==> config.mk <==
export PLATFORM = sky130hd
export DESIGN_NAME = q2_sequencer
export DESIGN_NICKNAME = d
export VERILOG_FILES = /design/src/rtl/q2_pkg.sv /design/src/rtl/q2_phase_gen.sv /design/src/rtl/q2_sequencer.sv
export SDC_FILE = /design/constraint.sdc
export NUM_CORES = 1
export LEC_CHECK = 0
export ABC_AREA = 1
export CAP_MARGIN = 0
export CELL_PAD_IN_SITES_DETAIL_PLACEMENT = 1
export CELL_PAD_IN_SITES_GLOBAL_PLACEMENT = 1
export CORE_ASPECT_RATIO = 0.9
export CORE_UTILIZATION = 31
export DETAILED_ROUTE_END_ITERATION = 10
export GPL_TIMING_DRIVEN = 1
export MAX_ROUTING_LAYER = met4
export PLACE_DENSITY_LB_ADDON = 0.1
export SETUP_SLACK_MARGIN = 0.5
export SLEW_MARGIN = 40
export SYNTH_ARGS = -nofsm -noshare
export SYNTH_HDL_FRONTEND = slang
export SYNTH_HIERARCHICAL = 1
export SYNTH_SLANG_ARGS = --single-unit
==> constraint.sdc <==
create_clock -name clk -period 1.2 [get_ports clk]
set_input_delay 0.18 -clock clk [delete_from_list [all_inputs] [get_ports clk]]
set_output_delay 0.18 -clock clk [all_outputs]
set_load 0.02 [all_outputs]
==> src/rtl/q2_pkg.sv <==
// q2_pkg: shared definitions for the q2 sequencer slice.
//   state_e   - 4-bit state code {s3,s2,s1,s0} seen by q2_control
//   phase_e   - 2-bit phase within a state (settle / write / decide)
//   is_alu_op - decodes the bit-serial ALU instruction class from O
package q2_pkg;

  typedef enum logic [3:0] {
    ST_FETCH = 4'b0000,
    ST_DEREF = 4'b0001,
    ST_LOAD  = 4'b0010,
    ST_EXEC  = 4'b0011,
    ST_ALU   = 4'b0100
  } state_e;

  typedef enum logic [1:0] {
    PH_SETTLE = 2'd0,
    PH_WRITE  = 2'd1,
    PH_DECIDE = 2'd2
  } phase_e;

  function automatic logic is_alu_op(input logic o2, input logic o1, input logic o0);
    return !o2 && (o1 || o0);
  endfunction

endpackage

==> src/rtl/q2_phase_gen.sv <==
// q2_phase_gen: three-phase counter (settle, write, decide) for one state.
// Ports:
//   clk, rst  - clock, synchronous active-high reset (to settle, ws low)
//   hold      - freeze the current phase (used while the CPU is halted)
//   clear     - force the settle phase on the next clock (error recovery)
//   phase     - current phase code
//   last      - current phase is the decide phase
//   ws        - registered write strobe, high exactly in the write phase
module q2_phase_gen
  import q2_pkg::*;
(
  input  logic       clk,
  input  logic       rst,
  input  logic       hold,
  input  logic       clear,
  output logic [1:0] phase,
  output logic       last,
  output logic       ws
);

  phase_e phase_q, phase_d;
  logic   ws_q, ws_d;

  always_comb begin
    phase_d = phase_q;
    if (clear) begin
      phase_d = PH_SETTLE;
    end else if (!hold) begin
      case (phase_q)
        PH_SETTLE: phase_d = PH_WRITE;
        PH_WRITE:  phase_d = PH_DECIDE;
        default:   phase_d = PH_SETTLE; // decide wraps; unused code 11 recovers
      endcase
    end
    // ws is a flop tracking the next phase so it lines up with phase_q
    ws_d = (phase_d == PH_WRITE);
  end

  always_ff @(posedge clk) begin
    if (rst) begin
      phase_q <= PH_SETTLE;
      ws_q    <= 1'b0;
    end else begin
      phase_q <= phase_d;
      ws_q    <= ws_d;
    end
  end

  assign phase = phase_q;
  assign last  = (phase_q == PH_DECIDE);
  assign ws    = ws_q;

endmodule

==> src/rtl/q2_sequencer.sv <==
// q2_sequencer: master timing/state sequencer for the q2 CPU.
// Ports:
//   clk, rst            - clock, synchronous active-high reset
//   run_sw              - free-run while high
//   step_sw             - one-cycle pulse, run one instruction while halted
//   deref, o0, o1, o2   - instruction decode inputs (valid from FETCH decide)
//   s0..s3              - registered state code for q2_control
//   ws                  - registered write strobe (write phase of a state)
//   halted              - parked at FETCH settle phase
//   alu_busy            - registered, high while in the ALU state
module q2_sequencer
  import q2_pkg::*;
#(
  parameter int unsigned ALU_STEPS = 8
) (
  input  logic clk,
  input  logic rst,
  input  logic run_sw,
  input  logic step_sw,
  input  logic deref,
  input  logic o0,
  input  logic o1,
  input  logic o2,
  output logic s0,
  output logic s1,
  output logic s2,
  output logic s3,
  output logic ws,
  output logic halted,
  output logic alu_busy
);

  localparam int unsigned CW = $clog2(ALU_STEPS + 1);

  state_e        state_q, state_d;
  logic [CW-1:0] cnt_q, cnt_d;
  logic          halted_q, halted_d;
  logic          alu_busy_q, alu_busy_d;
  logic          clear;
  logic [1:0]    phase;
  logic          last;

  q2_phase_gen u_phase (
    .clk   (clk),
    .rst   (rst),
    .hold  (halted_q),
    .clear (clear),
    .phase (phase),
    .last  (last),
    .ws    (ws)
  );

  always_comb begin
    state_d  = state_q;
    cnt_d    = cnt_q;
    halted_d = halted_q;
    clear    = 1'b0;

    // Halted anywhere other than FETCH/settle can only come from an upset.
    if (halted_q && (state_q != ST_FETCH || phase != PH_SETTLE)) begin
      state_d  = ST_FETCH;
      cnt_d    = '0;
      clear    = 1'b1;
    end else if (halted_q) begin
      if (run_sw || step_sw) halted_d = 1'b0;
    end else begin
      case (state_q)
        ST_FETCH: if (last) begin
          if (deref)   state_d = ST_DEREF;
          else if (!o2) state_d = ST_LOAD;
          else          state_d = ST_EXEC;
        end
        ST_DEREF: if (last) begin
          if (!o2) state_d = ST_LOAD;
          else     state_d = ST_EXEC;
        end
        ST_LOAD: if (last) begin
          if (is_alu_op(o2, o1, o0)) state_d = ST_ALU;
          else                       state_d = ST_EXEC;
        end
        ST_ALU: if (last) begin
          if (cnt_q < CW'(ALU_STEPS - 1)) begin
            cnt_d = cnt_q + CW'(1);
          end else begin
            cnt_d   = '0;
            state_d = ST_EXEC;
          end
        end
        ST_EXEC: if (last) begin
          state_d  = ST_FETCH;
          halted_d = !run_sw;
        end
        default: begin
          state_d  = ST_FETCH;
          cnt_d    = '0;
          halted_d = 1'b1;
          clear    = 1'b1;
        end
      endcase
    end

    alu_busy_d = (state_d == ST_ALU);
  end

  always_ff @(posedge clk) begin
    if (rst) begin
      state_q    <= ST_FETCH;
      cnt_q      <= '0;
      halted_q   <= 1'b1;
      alu_busy_q <= 1'b0;
    end else begin
      state_q    <= state_d;
      cnt_q      <= cnt_d;
      halted_q   <= halted_d;
      alu_busy_q <= alu_busy_d;
    end
  end

  assign {s3, s2, s1, s0} = state_q;
  assign halted   = halted_q;
  assign alu_busy = alu_busy_q;

endmodule

==> results.cfg <==
[timing]
finalWorstPathRequiredPeriod_ns = 1.23
grt_setup_unrepaired = yes
final.period_utilization = 1.03
setup_ws_ns = -0.0334
fin_skew_ns = 0.00519
report.final.hold_viol_count = 0
max_freq_ghz = 0.811
total_setup_violations_reported_at_the_end_of_the_flow = 3
finalMaxSlewViolations = 0

[detailed_routing]
route.detailed.vias_per_inst = 4.67
drt_iter0_drc = 3
first_pass_iters = 2
antenna_violating_nets_post_route = 0
detail_route.wirelength_um = 2350
routed_wire_length_per_instance_um = 12.7
drc = 0
num_vias = 864

[logic_synthesis]
yosysUniqueCellTypes = 21
netlist_area_before_placement_um2 = 781
yosysSeqAreaShare = 0.333
ys_ff_latch = 13
syn_inst = 123
yosys_warnings = 6
synthesized_net_count = 132
synth_area_per_cell_um2 = 6.35

[finish]
final_core_utilization = 0.548
stdcell_count = 185
drive_gt1_frac = 0.462
n_fill_cell = 304
register_area_um2 = 287
antennaDiodeCount = 0
multi_input_comb_area_um2 = 538
area_overhead_vs_synth_pct = 60.3
num-nets-final = 168

[worst_setup_path]
cpLargestDelayFamily = simple AND/OR/NAND/NOR gates
worst_ep_arrival_time_ns = 1.41
cp_buf_inv_count = 2
cpMaxStageDelayCell = sky130_fd_sc_hd__dfxtp_2
setup.worst_path.end_class = register
required_time_of_the_worst_setup_path_ns = 1.38
setup.worst_path.class = reg2reg
worstPathMaxFanout = 4
critical-path-max-stage-delay_ns = 0.35
critical_path.most_common_cell = sky130_fd_sc_hd__nand2_1
worst_setup_path_start_kind = register
setup.reg_to_reg.worst_slack_ns = -0.03
crit_chain = inv_2 -> nor2_4 -> inv_2 -> nor2_1 -> nand2_1 -> nand2_1 -> nand2_1 -> nand2_1 -> nand2_1 -> nand2_1 -> nor2_1

[clocking]
cts_tree = done
insertion_delay_ns = 0.28
cts_inserted_buffers = 3
clkSinkCount = 13
ctsHtreeMaxLevel = 1
cts_root_buffer = sky130_fd_sc_hd__clkbuf_4
clk_path_buf_depth = 2
clk_pin_slew_worst_paths_ns = 0.08

[power_and_ir_drop]
sequentialPowerShare = 0.485
switchingPower_uw = 278
sw_ratio = 0.297
pwr_density_cell_nw_per_um2 = 750
p_comb_frac = 0.222
vdd.ir_drop.worst_uv = 553
power_frac_clock = 0.293
power_uw = 938
power.static_leakage_nw = 0.595
cellInternalPower_uw = 660

[grt]
grt_first_pass_wirelength_um = 4040
initial_antenna_violation_count = 0
grt_max_degree = 8
grt-ovfl-total = 0
gr-usage-all-layers = 0.205
number_of_global_route_vias_before_repair = 936

[placement]
place_congestion = 0.770
io_buffers = 14
detailed_place_hpwl_um = 1750
place_inst = 175

[floorplanning]
die_height_um = 49.6
initial_core_utilization = 0.342
pin_count = 15
design.die.area_um2 = 2720
placement_rows = 16
design.core.area_um2 = 2280
die_x_um = 54.9

[run_status]
violations = negative setup slack
run_status = finished, violations left

[job]
max_cap_violations = 0

[min_path]
timing.hold.worst.class = reg2reg
-- cell usage after synthesis (all sizes together) --
master / instances / area (um^2)
nand2: 42 / 180
nor2: 26 / 103
inv: 19 / 71.3
dfxtp: 13 / 260
nand3: 8 / 62.6
o21ai: 5 / 28.8
a21oi: 3 / 26.3
a211oi: 2 / 15.0
nor3: 2 / 10.0
a22oi: 1 / 7.51
conb: 1 / 3.75
ha: 1 / 12.5
-- registers in the layout (all words and copies together), names as in the netlist --
signal         flops
cnt_q              4
state_q            4
u_phase/ws         1
u_phase/phase      2
halted             1
alu_busy           1
-- cell usage in the layout (no fill, tap or decap), drive strengths merged --
| cell type | count |
|---|---|
| dfxtp | 13 |
| o21ai | 5 |
| a21oi | 3 |
| clkdlybuf4s50 | 7 |
| nor3 | 2 |
| a211oi | 2 |
| ha | 1 |
| a22oi | 1 |
| buf | 24 |
| nand2 | 42 |
| inv | 19 |
| clkbuf | 4 |
| conb | 1 |
| nor2 | 26 |
| nand3 | 8 |
-- worst paths after layout --
check / to / start / cells after the start
worst max-delay path: state_q[1]$_SDFF_PP0_ / u_phase/phase[1]$_SDFF_PP0_ / 11
worst min-delay path: cnt_q[3]$_SDFFE_PP0P_ / cnt_q[3]$_SDFFE_PP0P_ / 2
worst max register to register: state_q[1]$_SDFF_PP0_ / u_phase/phase[1]$_SDFF_PP0_ / 11
worst min register to register: cnt_q[3]$_SDFFE_PP0P_ / cnt_q[3]$_SDFFE_PP0P_ / 2
-- power groups by stage --
stage / registers [mW] / logic [mW] / clock network (mW)
global route: 0.457 / 0.230 / 0.307
detailed placement: 0.469 / 0.192 / 0
CTS: 0.456 / 0.199 / 0.289
global placement: 0.468 / 0.187 / 0
finish: 0.455 / 0.208 / 0.275
floorplan: 0.482 / 0.0929 / 0
-- worst reg2reg max path, cell delays in order, from the launching register on --
cell and delay [ns]:
sky130_fd_sc_hd__dfxtp_2 0.35, sky130_fd_sc_hd__inv_2 0.05, sky130_fd_sc_hd__nor2_4 0.13, sky130_fd_sc_hd__inv_2 0.08
sky130_fd_sc_hd__nor2_1 0.09, sky130_fd_sc_hd__nand2_1 0.07, sky130_fd_sc_hd__nand2_1 0.09, sky130_fd_sc_hd__nand2_1 0.06
sky130_fd_sc_hd__nand2_1 0.06, sky130_fd_sc_hd__nand2_1 0.05, sky130_fd_sc_hd__nand2_1 0.06, sky130_fd_sc_hd__nor2_1 0.04
-- layout make-up --
type | instances | area share
multi-input cells | 91 | 0.430
clock buffers | 4 | 0.0210
well taps | 27 | 0.0270
repair buffers | 31 | 0.230
inverters | 19 | 0.0630
flip-flops and latches | 13 | 0.229
-- logic make-up (layout without fill, tap and decap cells) --
| logic type | count (synthesis) | after routing | share of synthesized area |
|---|---|---|---|
| buf+inv | 19 | 54 | 0.0913 |
| other cells | 1 | 1 | 0.00480 |
| fa+ha+maj | 1 | 1 | 0.0160 |
| flops | 13 | 13 | 0.333 |
| simple gates | 78 | 78 | 0.455 |
| compound gates | 11 | 11 | 0.0994 |
-- per-stage QoR --
step / setup TNS, ns / hold slack (ns) / instance area, um^2 / setup slack [ns]
finish: -0.0777 / 0.525 / 1250 / -0.0334
global route: -0.886 / 0.544 / 1250 / -0.146
CTS: -0.0859 / 0.511 / 1200 / -0.0449
detailed placement: -0.247 / 0.492 / 1090 / -0.0736
global placement: -0.0843 / 0.485 / 1090 / -0.0392
floorplan: 0 / 0.243 / 830 / 0.0768
-- per-layer routing --
layer / wire length (um) / global-route usage / part of all wire / vias to the layer above
met2: 1220 / 0.347 / 0.52 / 10
met3: 54 / 0.0556 / 0.023 / 0
li1: - / - / - / 447
met1: 1080 / 0.245 / 0.46 / 407
met5: 0 / - / 0 / -
met4: 0 / 0.0250 / 0 / 0
-- what timing repair did --
action,CTS,global route
gates resized for setup,55,14
pin swaps,7,12
setup buffers,4,2
hold buffers,0,0
endpoints found under the setup margin,19,19
Power figures use the tool's default switching activity.
